==> config.mk <==
export PLATFORM = sky130hd
export DESIGN_NAME = mult_seq_controller_flat
export DESIGN_NICKNAME = d
export VERILOG_FILES = /design/src/rtl/mult_seq_controller_pkg.sv /design/src/rtl/mult_seq_controller_if.sv /design/src/rtl/mult_seq_controller_datapath.sv /design/src/rtl/mult_seq_controller.sv /design/src/flat_wrapper.sv
export SDC_FILE = /design/constraint.sdc
export NUM_CORES = 1
export LEC_CHECK = 0
export ABC_AREA = 1
export BUFFER_PORTS_ARGS = -buffer_cell sky130_fd_sc_hd__buf_2
export CELL_PAD_IN_SITES_DETAIL_PLACEMENT = 1
export CELL_PAD_IN_SITES_GLOBAL_PLACEMENT = 2
export CORE_AREA = 5 5 156 158
export CTS_CLUSTER_SIZE = 28
export DETAILED_ROUTE_END_ITERATION = 12
export DIE_AREA = 0 0 161 163
export MAX_ROUTING_LAYER = met4
export PLACE_DENSITY_LB_ADDON = 0.08
export SLEW_MARGIN = 40
export SYNTH_ARGS = -nofsm -noshare
export SYNTH_HDL_FRONTEND = slang
export SYNTH_SLANG_ARGS = --single-unit
==> constraint.sdc <==
create_clock -name clk -period 13.3 [get_ports clk]
set_clock_uncertainty 0.05 [all_clocks]
set_input_delay 1.995 -clock clk [delete_from_list [all_inputs] [get_ports clk]]
set_output_delay 1.995 -clock clk [all_outputs]
set_load 0.05 [all_outputs]
==> src/rtl/mult_seq_controller_pkg.sv <==
// mult_seq_controller_pkg: shared state encoding and width constants for the sequential multiplier.
package mult_seq_controller_pkg;
    localparam int WIDTH_DEF = 16;
    localparam int PROD_W = 2 * WIDTH_DEF;
    typedef enum logic [1:0] {S_IDLE, S_RUN, S_DONE} state_t;
endpackage

==> src/rtl/mult_seq_controller_if.sv <==
// mult_seq_controller_if: start/done handshake, operands and held product.
interface mult_seq_controller_if import mult_seq_controller_pkg::*; #(parameter int WIDTH = WIDTH_DEF);
    logic               i_start;
    logic [WIDTH-1:0]   i_op_a;
    logic [WIDTH-1:0]   i_op_b;
    logic               o_ready;
    logic               o_busy;
    logic               o_done;
    logic [2*WIDTH-1:0] o_result;
    modport master (output i_start, i_op_a, i_op_b, input o_ready, o_busy, o_done, o_result);
    modport slave (input i_start, i_op_a, i_op_b, output o_ready, o_busy, o_done, o_result);
endinterface

==> src/rtl/mult_seq_controller_datapath.sv <==
// mult_step_datapath: one shift-and-add step built from a shared shifter and ripple-carry adder.
module logical_left_shift_32_bit #(parameter int W = 32) (
    input  logic [W-1:0]         i_data,
    input  logic [$clog2(W)-1:0] i_shamt,
    output logic [W-1:0]         o_data
);
    assign o_data = i_data << i_shamt;
endmodule

module ripple_carry_32_bit #(parameter int W = 32) (
    input  logic [W-1:0] i_a,
    input  logic [W-1:0] i_b,
    input  logic         i_cin,
    output logic [W-1:0] o_sum
);
    logic [W-1:0] w_c;
    assign w_c[0] = i_cin;
    for (genvar g = 0; g < W; g++) begin : g_fa
        assign o_sum[g] = i_a[g] ^ i_b[g] ^ w_c[g];
        if (g < W - 1) begin : g_c
            assign w_c[g+1] = (i_a[g] & i_b[g]) | (w_c[g] & (i_a[g] ^ i_b[g]));
        end
    end
endmodule

module mult_step_datapath import mult_seq_controller_pkg::*; #(parameter int WIDTH = WIDTH_DEF) (
    input  logic [2*WIDTH-1:0]       i_acc,
    input  logic [2*WIDTH-1:0]       i_a,
    input  logic [$clog2(WIDTH)-1:0] i_i,
    input  logic                     i_bit,
    input  logic                     i_last,
    output logic [2*WIDTH-1:0]       o_next_acc
);
    localparam int PW = 2 * WIDTH;
    localparam int PSW = $clog2(PW);
    logic [PW-1:0] w_sh, w_addend, w_sum;
    logic [PSW-1:0] w_shamt;
    assign w_shamt = PSW'(i_i);
    logical_left_shift_32_bit #(.W(PW)) u_shl (.i_data(i_a), .i_shamt(w_shamt), .o_data(w_sh));
    // The sign bit carries negative weight, so the last step adds ~sh + 1.
    assign w_addend = i_last ? ~w_sh : w_sh;
    ripple_carry_32_bit #(.W(PW)) u_add (.i_a(i_acc), .i_b(w_addend), .i_cin(i_last), .o_sum(w_sum));
    assign o_next_acc = i_bit ? w_sum : i_acc;
endmodule

==> src/rtl/mult_seq_controller.sv <==
// mult_seq_controller: signed multi-cycle shift-and-add multiplier, one multiplier bit per clock.
module mult_seq_controller import mult_seq_controller_pkg::*; #(
    parameter int WIDTH      = WIDTH_DEF,
    parameter bit EARLY_EXIT = 1'b0
) (
    input logic clk,
    input logic rst,
    mult_seq_controller_if.slave bus
);
    localparam int PW = 2 * WIDTH;
    localparam int SW = $clog2(WIDTH);
    state_t r_state, w_next;
    logic [SW-1:0] r_step;
    logic [PW-1:0] r_a, r_acc, r_result, w_next_acc;
    logic [WIDTH-1:0] r_b;
    logic [SW:0] w_step_inc;
    logic w_accept, w_last, w_finish;

    assign w_accept = (r_state != S_RUN) && bus.i_start;
    assign w_last = r_step == SW'(WIDTH - 1);
    assign w_step_inc = {1'b0, r_step} + 1'b1;
    assign w_finish = w_last || (EARLY_EXIT && ((r_b >> w_step_inc) == '0));

    mult_step_datapath #(.WIDTH(WIDTH)) u_step (
        .i_acc(r_acc), .i_a(r_a), .i_i(r_step), .i_bit(r_b[r_step]), .i_last(w_last),
        .o_next_acc(w_next_acc)
    );

    always_comb begin
        w_next = (r_state == S_RUN) ? (w_finish ? S_DONE : S_RUN) : (w_accept ? S_RUN : S_IDLE);
    end

    always_ff @(posedge clk) begin
        if (rst) r_state <= S_IDLE;
        else r_state <= w_next;
    end

    always_ff @(posedge clk) begin
        if (rst) begin
            r_a <= '0;
            r_b <= '0;
            r_acc <= '0;
            r_step <= '0;
            r_result <= '0;
        end else if (w_accept) begin
            r_a <= {{WIDTH{bus.i_op_a[WIDTH-1]}}, bus.i_op_a};
            r_b <= bus.i_op_b;
            r_acc <= '0;
            r_step <= '0;
        end else if (r_state == S_RUN) begin
            r_acc <= w_next_acc;
            r_step <= r_step + 1'b1;
            if (w_finish) r_result <= w_next_acc;
        end
    end

    assign bus.o_ready = r_state != S_RUN;
    assign bus.o_busy = r_state == S_RUN;
    assign bus.o_done = r_state == S_DONE;
    assign bus.o_result = r_result;
endmodule
==> src/flat_wrapper.sv <==
// flat-port wrapper written by rule: the top's interface ports become plain ports
module mult_seq_controller_flat import mult_seq_controller_pkg::*;
#(
    parameter int WIDTH      = WIDTH_DEF,
    parameter bit EARLY_EXIT = 1'b0
)
  (clk, rst, bus_i_start, bus_i_op_a, bus_i_op_b, bus_o_ready, bus_o_busy, bus_o_done, bus_o_result);
  mult_seq_controller_if #(.WIDTH(WIDTH)) bus_i ();
  input logic clk;
  input logic rst;
  input wire logic [$bits(bus_i.i_start)-1:0] bus_i_start;
  input wire logic [$bits(bus_i.i_op_a)-1:0] bus_i_op_a;
  input wire logic [$bits(bus_i.i_op_b)-1:0] bus_i_op_b;
  output wire logic [$bits(bus_i.o_ready)-1:0] bus_o_ready;
  output wire logic [$bits(bus_i.o_busy)-1:0] bus_o_busy;
  output wire logic [$bits(bus_i.o_done)-1:0] bus_o_done;
  output wire logic [$bits(bus_i.o_result)-1:0] bus_o_result;
  assign bus_i.i_start = bus_i_start;
  assign bus_i.i_op_a = bus_i_op_a;
  assign bus_i.i_op_b = bus_i_op_b;
  assign bus_o_ready = bus_i.o_ready;
  assign bus_o_busy = bus_i.o_busy;
  assign bus_o_done = bus_i.o_done;
  assign bus_o_result = bus_i.o_result;
  mult_seq_controller #(.WIDTH(WIDTH), .EARLY_EXIT(EARLY_EXIT)) u_core (.clk(clk), .rst(rst), .bus(bus_i));
endmodule
### After elaboration in Yosys (flattened, before gate mapping)

Cells that the tools add are included.

* input bits: 35
* output and inout bits: 35
* register bits after elaboration: 102

* $lt $le $gt $ge: 1
* bitwise operators: 159
* reduce and logical (&&, ||, !) cells: 3
* eq/ne operators: 4
* muxes and demuxes: 7
* shift operators: 1
* add/subtract/negate cells: 1

Operator list (count)
* $mux 32: 2
* $xor 1x1->1: 64
* $and 1x1->1: 62
* $not 32->32: 1
* $shl 32x4->32: 1
* $or 1x1->1: 31
* $lt 4x5->1 const B: 1
* $add 4x1->4 const B: 1
* $bmux 1 s4: 1
* $eq 4x4->1 const B: 1
* $mux 2: 2
* $reduce_and 3->1: 1
* $eq 2x1->1 const B: 1
* $eq 2x2->1 const B: 1
* $mux 1: 2
* $ne 2x1->1 const B: 1
* $reduce_or 2->1: 1
* $logic_and 1x1->1: 1
* $not 1->1: 1

### Logic depth before layout (Yosys ltp)

Gate-level depths: netlist of the first run.

* depth in word-level cells: 68
* depth in mapped cells: 48
* depth with buffers taken out: 46

### Cells and area by module

A second synthesis of the first run with hierarchy kept.

* cells, all modules: 1134
* area, all modules: 7055.5 µm²

Modules (own cells, without submodules)
* mult_seq_controller: instances 1, area an instance 3687.3 µm², cells each 482, seq. area each 2042.0 µm²
* logical_left_shift_32_bit: instances 1, area an instance 1615.3 µm², cells each 365, seq. area each 0.0 µm²
* mult_step_datapath: instances 1, area an instance 1073.5 µm², cells each 241, seq. area each 0.0 µm²
* ripple_carry_32_bit: instances 1, area an instance 679.4 µm², cells each 46, seq. area each 0.0 µm²

### Least setup slack after synthesis of the first run

Ideal clock, no wire load.

* kind: reg-to-reg
* from: reg u_core.r_step[0]
* to: reg u_core.r_acc[31]
* buffers on the path: 2
* period minus slack after synthesis: 14394 ps
* data required time: 13140 ps
* stages on the path, launching flop included: 45
* slack: -1094 ps
* data arrival time: 14234 ps
* path through: dfxtp_1 ha_1 nand3_1 buf_2 buf_2 o21ai_0 inv_1 fa_1 fa_1 fa_1 fa_1 fa_1 fa_1 fa_1 fa_1 fa_1 fa_1 fa_1 (+9 left out) fa_1 fa_1 fa_1 fa_1 fa_1 fa_1 fa_1 inv_1 fa_1 inv_1 fa_1 fa_1 nand3_1 nand2_1 nand3_1 nand3_1 nand2_1 inv_1

* cells in the longest elaborated chain, start to end: 68

Ends and longest elaborated chain
* start: declaration: RTL line mult_seq_controller.sv:13 `logic [SW-1:0] r_step;`
* start signal: assignment: RTL line mult_seq_controller.sv:52 `r_step <= r_step + 1'b1;`
* $shl 32x4->32: RTL line mult_seq_controller_datapath.sv:7 `assign o_data = i_data << i_shamt;`
* $not 32->32: RTL line mult_seq_controller_datapath.sv:41 `assign w_addend = i_last ? ~w_sh : w_sh;`
* $mux 32: RTL line mult_seq_controller_datapath.sv:41
* $xor 1x1->1: RTL line mult_seq_controller_datapath.sv:21 `assign w_c[g+1] = (i_a[g] & i_b[g]) | (w_c[g] & (i_a[g] ^ i_b[g]));`
* $and 1x1->1: RTL line mult_seq_controller_datapath.sv:21
* $or 1x1->1: RTL line mult_seq_controller_datapath.sv:21
* $and 1x1->1: RTL line mult_seq_controller_datapath.sv:21
* $or 1x1->1: RTL line mult_seq_controller_datapath.sv:21
* (+52 left out)
* $and 1x1->1: RTL line mult_seq_controller_datapath.sv:21
* $or 1x1->1: RTL line mult_seq_controller_datapath.sv:21
* $and 1x1->1: RTL line mult_seq_controller_datapath.sv:21
* $or 1x1->1: RTL line mult_seq_controller_datapath.sv:21
* $and 1x1->1: RTL line mult_seq_controller_datapath.sv:21
* $or 1x1->1: RTL line mult_seq_controller_datapath.sv:21
* $xor 1x1->1: RTL line mult_seq_controller_datapath.sv:19 `assign o_sum[g] = i_a[g] ^ i_b[g] ^ w_c[g];`
* $mux 32 *: RTL line mult_seq_controller_datapath.sv:43 `assign o_next_acc = i_bit ? w_sum : i_acc;`
* end signal: assignment: RTL line mult_seq_controller.sv:51 `r_acc <= w_next_acc;`
* end: declaration: RTL line mult_seq_controller.sv:14 `logic [PW-1:0] r_a, r_acc, r_result, w_next_acc;`

Every way passes the cells marked *; elsewhere a longest branch is shown, timed or not. The select of a mux whose other input is x is not followed.
A chain may end at the register's enable or synchronous reset.

### Worst setup path after layout of the first run

* from: reg u_core.r_step[0]
* to: reg u_core.r_result[30], in the netlist u_core.bus.o_result[30]

* cells in the longest elaborated chain, start to end: 66

Ends and longest elaborated chain
* $shl 32x4->32: RTL line mult_seq_controller_datapath.sv:7
* $not 32->32: RTL line mult_seq_controller_datapath.sv:41
* $mux 32: RTL line mult_seq_controller_datapath.sv:41
* $xor 1x1->1: RTL line mult_seq_controller_datapath.sv:21
* $and 1x1->1: RTL line mult_seq_controller_datapath.sv:21
* $or 1x1->1: RTL line mult_seq_controller_datapath.sv:21
* $and 1x1->1: RTL line mult_seq_controller_datapath.sv:21
* $or 1x1->1: RTL line mult_seq_controller_datapath.sv:21
* (+50 left out)
* $and 1x1->1: RTL line mult_seq_controller_datapath.sv:21
* $or 1x1->1: RTL line mult_seq_controller_datapath.sv:21
* $and 1x1->1: RTL line mult_seq_controller_datapath.sv:21
* $or 1x1->1: RTL line mult_seq_controller_datapath.sv:21
* $and 1x1->1: RTL line mult_seq_controller_datapath.sv:21
* $or 1x1->1: RTL line mult_seq_controller_datapath.sv:21
* $xor 1x1->1: RTL line mult_seq_controller_datapath.sv:19
* $mux 32: RTL line mult_seq_controller_datapath.sv:43
* end signal: assignment: RTL line mult_seq_controller.sv:53 `if (w_finish) r_result <= w_next_acc;`
* end: declaration: RTL line mult_seq_controller.sv:14

Several ways; a longest one is shown, not always the timed one. The select of a mux whose other input is x is not followed.

==> flow_metrics.tcl, run 1 <==
set metrics [dict create \
    clock_latency_ns 0.36 \
    clockBufferDepth 2 \
    fin_crit_sh 0.956 \
    comb_power_share 0.199 \
    area_growth_pct 15.2 \
    synth_seq_area_share 0.306 \
    numPortBuffers 69 \
    path_clk_slew_ns 0.07 \
    yosysTopAreaCellShare 0.306 \
    antenna_left 0 \
    endpoint "u_core.bus.o_result[30]$_SDFFE_PP0P_" \
    final_util 0.335 \
    ys_ff_latch 102 \
    yosysTopAreaCell "dfxtp_1" \
    cp_data_arrival_time_ns 12.92 \
    synth_edf_count 0 \
    timing.hold.ws_ns 0.455 \
    num_antenna_cells 0 \
    die-area_um2 26200 \
    h-tree-depth 3 \
    wl_um 19300 \
    setup_viol 0 \
    route.detailed.drc 0 \
    fin_cells 1321 \
    antenna_found_initial 0 \
    power.leakage_uw 0.00358 \
    start_util 0.291 \
    cts-root-buf "clkbuf_16" \
    num_io_pins 70 \
    grt_usage 0.159 \
    ys_warn_count 0 \
    maxCapViolCount 0 \
    fin_setup_tns_ns 0 \
    crit_top_cell "fa_2" \
    tritoncts "yes" \
    powerDensity_nw_per_um2 97.4 \
    switching_share 0.311 \
    r2r-start "u_core.r_step[0]$_SDFFE_PP0P_" \
    drive_above_1_share 0.189 \
    rows 56 \
    maxSlewHeadroom 0.602 \
    grt_max_degree 43 \
    clock_sinks 102 \
    power.total_uw 750 \
    fmax_mhz 78.7 \
    routed-via-count 6096 \
    final_max_slew_viol_count 0 \
    power_frac_seq 0.440 \
    clkPwrFrac 0.361 \
    synth.distinct_cells 35 \
    fillers 2957 \
    min_path_type "flip-flop to flip-flop" \
    peakVddDrop_mv 0.0485 \
    critical_path.slowest_cell "fa_1" \
    dp.cells 1305 \
    drt_iter0_markers 234 \
    status "complete, no violations" \
    wl_per_cell_um 14.6 \
    grt_first_pass_wirelength_um 32900 \
    avgViaCountPerCell 4.61 \
    synth-main-ff-cell "dfxtp_1" \
    synthesis.instances 976 \
    max_stage_delay_ns 0.51 \
    startpoint "u_core.r_step[0]$_SDFFE_PP0P_" \
    synth_area_um2 6680 \
    critical_path_required_ns 13.51 \
    dr.pass1.iters 4 \
    timing.rr.end "u_core.bus.o_result[30]$_SDFFE_PP0P_" \
    die_w_um 161 \
    intPower_uw 517 \
    worst_slew_pin_slew_ns 0.596 \
    synth_nets 1042 \
    async_flop_share 0 \
    hold_viol_final 0 \
    switchingPower_uw 233 \
    rsz0062_at_grt "no" \
    die_h_um 163 \
    postCtsSetupBuffers 0 \
    start_kind "flip-flop" \
    synth_area_leaders "dfxtp_1 (31%), nand2_1 (13%), fa_1 (9.0%)" \
    grt_pass1_vias 6463 \
    reg2reg_setup_slack_ns 0.59 \
    critical_path_class "flip-flop to flip-flop" \
    cp_max_fo 5 \
    cts_buffers 9 \
    period_minus_slack_ns 12.71 \
    core_region_area_um2 23000 \
    avgSynthCellArea_um2 6.85 \
    hold_buffers 0 \
    end_kind "flip-flop" \
    place_congestion 0.823 \
    reg2reg_depth 42 \
    grt_overflow 0 \
    hpwl_um 14100 \
    nets 1092 \
]
[through the flow]
step / setup slack [ns] / area [um^2]
6_report: 0.591 / 7700
5_1_grt: 0.0323 / 7700
4_1_cts: 0.0499 / 7690
3_5_place_dp: -0.126 / 7380
3_3_place_gp: -0.124 / 7360
2_1_floorplan: 0.0313 / 6760
[placed cells by master, fill, tap and decap left out, types with 2 or more instances in the layout]
master     synthesis  routed
a211oi_1           2       2
a21oi_1           49      48
and2_1             5       5
buf_2             18      69
buf_4              1      30
clkbuf_16          0       9
clkbuf_8           0       3
clkinv_4           0       2
dfxtp_1          102     100
fa_1              30       4
fa_2               0      26
inv_1            112     111
inv_2              3       2
inv_4              0       2
nand2_1          227     227
nand2_4           31      31
nand3_1          106     105
nand3_2            3       4
nand3b_1          29      29
nand4_1            4       4
nor2_1           131     131
nor2_2             3       3
o211ai_1           4       4
o21ai_0           41      40
o21ai_1           13      14
o21ai_2            2       2
xor2_1             8       8
[power by group through the flow]
stage | logic [uW] | clock network (uW) | registers [uW]
final | 149 | 271 | 330
after global placement | 151 | 0 | 337
after floorplan | 115 | 0 | 335
after CTS | 153 | 285 | 330
after detailed placement | 152 | 0 | 337
after global routing | 173 | 296 | 332
[worst min-delay path by stage]
stage | startpoint | end | slack, ns | cells past startpoint
2_1_floorplan | u_core.r_a[13]$_SDFFE_PP0P_ | u_core.r_a[13]$_SDFFE_PP0P_ | 0.40 | 2
3_5_place_dp | u_core.r_b[14]$_SDFFE_PP0P_ | u_core.r_b[14]$_SDFFE_PP0P_ | 0.45 | 2
3_3_place_gp | u_core.r_b[6]$_SDFFE_PP0P_ | u_core.r_b[6]$_SDFFE_PP0P_ | 0.45 | 2
6_report | u_core.r_a[7]$_SDFFE_PP0P_ | u_core.r_a[7]$_SDFFE_PP0P_ | 0.46 | 2
4_1_cts | u_core.r_a[7]$_SDFFE_PP0P_ | u_core.r_a[7]$_SDFFE_PP0P_ | 0.46 | 2
5_1_grt | u_core.bus.o_result[31]$_SDFFE_PP0P_ | u_core.bus.o_result[31]$_SDFFE_PP0P_ | 0.49 | 2
[cells by family (layout without fill, tap and decap cells)]
logic type	count (synthesis)	in the layout	synth area share
adders and majority gates	31	31	0.0917
buffers and inverters	177	232	0.114
xor gates and xnor gates	8	8	0.0105
and+or+nand+nor	545	545	0.389
AOI/OAI and AO/OA	113	113	0.0893
DFF	102	102	0.306
[final cells by class]
class,count,area [um^2],area share
Clock buffer,13,270,0.0351
Inverter,117,445,0.0578
Multi-Input combinational cell,697,3980,0.517
Tap cell,290,363,0.0471
Sequential cell,102,2050,0.266
Timing Repair Buffer,99,571,0.0741
Clock inverter,3,26.3,0.00341
[synth_stat cells, drive strengths merged (4+ instances only)]
cell type and number:
nand3b 29, o211ai 4, nand4 4, a21oi 49, o21ai 56, nand3 110
xor2 8, clkbuf 28, buf 32, dfxtp 102, nor2 135, inv 115
fa 30, and2 5, nand2 260
[timing repair]
item | 4_1_cts | 5_1_grt
pin swaps | 0 | 7
setup endpoints to repair | 4 | 4
gates resized for setup | 4 | 7
[metal layers]
layer / up-vias / global-route usage / part of all wire
met3: 15 / 0.0213 / 0.023
met4: 0 / 0.0396 / 0.013
li1: 3146 / - / -
met2: 62 / 0.262 / 0.47
met5: - / - / 0
met1: 2873 / 0.208 / 0.50
[registers in the layout, summed over array words and instances (netlist names)]
register             flops
u_core.bus.o_result     32
u_core.r_acc            32
u_core.r_a              16
u_core.r_b              16
u_core.r_step            4
u_core.r_state           2
[critical path: cells and delay by family, from the launching register on]
| family | cells | cell delay (ns) |
|---|---|---|
| flip-flops | 1 | 0.37 |
| AO/OA/AOI/OAI | 2 | 0.30 |
| buffers and inverters | 5 | 0.29 |
| AND/OR/NAND/NOR | 5 | 0.50 |
| adder cells (fa/ha/maj) | 30 | 11.09 |
Note: power is estimated with default switching activity, not from simulation.
==> run 2, diff against run 1 <==
--- a/config.mk
+++ b/config.mk
@@ -9,10 +9,10 @@
 export BUFFER_PORTS_ARGS = -buffer_cell sky130_fd_sc_hd__buf_2
 export CELL_PAD_IN_SITES_DETAIL_PLACEMENT = 1
 export CELL_PAD_IN_SITES_GLOBAL_PLACEMENT = 2
-export CORE_AREA = 5 5 156 158
+export CORE_AREA = 5 5 143 145
 export CTS_CLUSTER_SIZE = 28
 export DETAILED_ROUTE_END_ITERATION = 12
-export DIE_AREA = 0 0 161 163
+export DIE_AREA = 0 0 148 150
 export MAX_ROUTING_LAYER = met4
 export PLACE_DENSITY_LB_ADDON = 0.08
 export SLEW_MARGIN = 40
==> constraint.sdc (replaced) <==
create_clock -name clk -period 16.1 [get_ports clk]
set_clock_uncertainty 0.05 [all_clocks]
set_input_delay 2.415 -clock clk [delete_from_list [all_inputs] [get_ports clk]]
set_output_delay 2.415 -clock clk [all_outputs]
set_load 0.05 [all_outputs]
==> run 2 against run 1 <==
- worst hold slack worse by 0.019 ns
- routed wire length fell by 4.5%
- via count is 0.77% lower
- non-clock buffer count is 16 lower
- critical endpoint is now u_core.r_acc[31]$_SDFFE_PP0P_
- largest power group unchanged
- highest routed layer unchanged
==> flow_metrics.tcl, run 2 (synthesized netlist as in run 1, its figures left out) <==
set metrics [dict create \
    rows 51 \
    cts_resized 0 \
    maxCapViolCount 0 \
    switchingPower_uw 189 \
    die_h_um 150 \
    grt_overflow 0 \
    area_growth_pct 11.1 \
    place_congestion 0.830 \
    hold_viol_final 0 \
    end_kind "flip-flop" \
    worst_slew_pin_slew_ns 0.803 \
    clock_latency_ns 0.36 \
    antenna_left 0 \
    fmax_mhz 67.4 \
    placed_cell_area_um2 7120 \
    mostFrequentLayoutCells "nand2_1 (227), nor2_1 (131), inv_1 (111)" \
    powerDensity_nw_per_um2 83.4 \
    numPortBuffers 69 \
    cts-root-buf "clkbuf_16" \
    final_common_cell "nand2_1" \
    grt_first_pass_wirelength_um 30900 \
    routed-via-count 6049 \
    period_minus_slack_ns 14.84 \
    critical_path_class "flip-flop to flip-flop" \
    register_area_um2 2040 \
    power.leakage_uw 0.00348 \
    max_stage_delay_ns 0.62 \
    wl_per_cell_um 14.7 \
    power_frac_seq 0.441 \
    final_max_slew_viol_count 0 \
    die_w_um 148 \
    drive_above_1_share 0.145 \
    fin_ws_ns 1.26 \
    preCtsSetupSlack_ns 1.20 \
    num_io_pins 70 \
    comb_power_share 0.192 \
    intPower_uw 430 \
    path_delay_family "adder cells" \
    core_region_area_um2 19100 \
    avgViaCountPerCell 4.83 \
    clock_sinks 102 \
    multiInputGateArea_um2 3890 \
    cts_buffers 9 \
    nets 1076 \
    peakVddDrop_mv 0.0456 \
    switching_share 0.305 \
    grt_usage 0.177 \
    grt_pass1_vias 6102 \
    rsz0062_at_grt "no" \
    fillers 2468 \
    cp_data_arrival_time_ns 15.05 \
    critical_path_required_ns 16.31 \
    path_clk_slew_ns 0.07 \
    route.detailed.drc 0 \
    fin_setup_tns_ns 0 \
    status "complete, no violations" \
    postCtsSetupBuffers 0 \
    hpwl_um 13000 \
    hold_buffers 0 \
    wl_um 18500 \
    cp_max_fo 13 \
    num_antenna_cells 0 \
    tritoncts "yes" \
    crit_top_cell "fa_1" \
    clkPwrFrac 0.367 \
    grt_max_degree 65 \
    path_buf_inv 5 \
    maxSlewHeadroom 0.464 \
    fin_crit_sh 0.922 \
    antenna_found_initial 0 \
    die-area_um2 22200 \
    h-tree-depth 3 \
    critical_path.slowest_cell "dfxtp_1" \
    clockBufferDepth 2 \
    power.total_uw 619 \
    start_kind "flip-flop" \
    dr.pass1.iters 4 \
    drt_iter0_markers 256 \
    stdcell_area_um2 7420 \
    min_path_type "flip-flop to flip-flop" \
    timing.hold.ws_ns 0.436 \
    setup_viol 0 \
    start_util 0.350 \
]
## run 2: changes by cell type in the layout (fill, tap and decap cells not counted), sizes merged
cell / change
clkbuf: -2
bufinv: +1
buf: -16
## run 2: final cells by class
class	instances	area share
Clock buffer	11	0.0327
Tap cell	238	0.0401
Sequential cell	102	0.275
Multi-Input combinational cell	697	0.525
Inverter	117	0.0593
Clock inverter	4	0.00758
Timing Repair Buffer	83	0.0607
## run 2: worst paths after layout
check	cells after the start	slack (ns)	end	start
worst min register to register	2	0.44	u_core.r_a[7]$_SDFFE_PP0P_	u_core.r_a[7]$_SDFFE_PP0P_
worst max-delay path	44	1.26	u_core.r_acc[31]$_SDFFE_PP0P_	u_core.r_step[0]$_SDFFE_PP0P_
worst max register to register	44	1.26	u_core.r_acc[31]$_SDFFE_PP0P_	u_core.r_step[0]$_SDFFE_PP0P_
worst min-delay path	2	0.44	u_core.r_a[7]$_SDFFE_PP0P_	u_core.r_a[7]$_SDFFE_PP0P_
## run 2: power groups by stage
| stage | clock network [uW] | registers [uW] | logic, uW |
|---|---|---|---|
| after global placement | 0 | 279 | 119 |
| after global routing | 248 | 274 | 136 |
| after floorplan | 0 | 276 | 93.8 |
| after detailed placement | 0 | 279 | 121 |
| final | 228 | 273 | 119 |
| after CTS | 238 | 273 | 121 |
## run 2: worst min-delay path, stage by stage (launching register included)
cell     delay, ns
dfxtp_1       0.30
inv_1         0.08
a21oi_1       0.06
## run 2: per-stage QoR
stage | instances | utilization
5_1_grt | 1252 | 0.389
6_report | 1252 | 0.389
3_3_place_gp | 1237 | 0.373
3_5_place_dp | 1237 | 0.373
4_1_cts | 1252 | 0.389
2_1_floorplan | 976 | -
## run 2: per-layer routing
| metal | wire length, um | share of wire | track usage |
|---|---|---|---|
| met1 | 9080 | 0.49 | 0.231 |
| met4 | 175 | 0.0095 | 0.0383 |
| met5 | 0 | 0 | - |
| met3 | 369 | 0.020 | 0.0267 |
| met2 | 8840 | 0.48 | 0.292 |
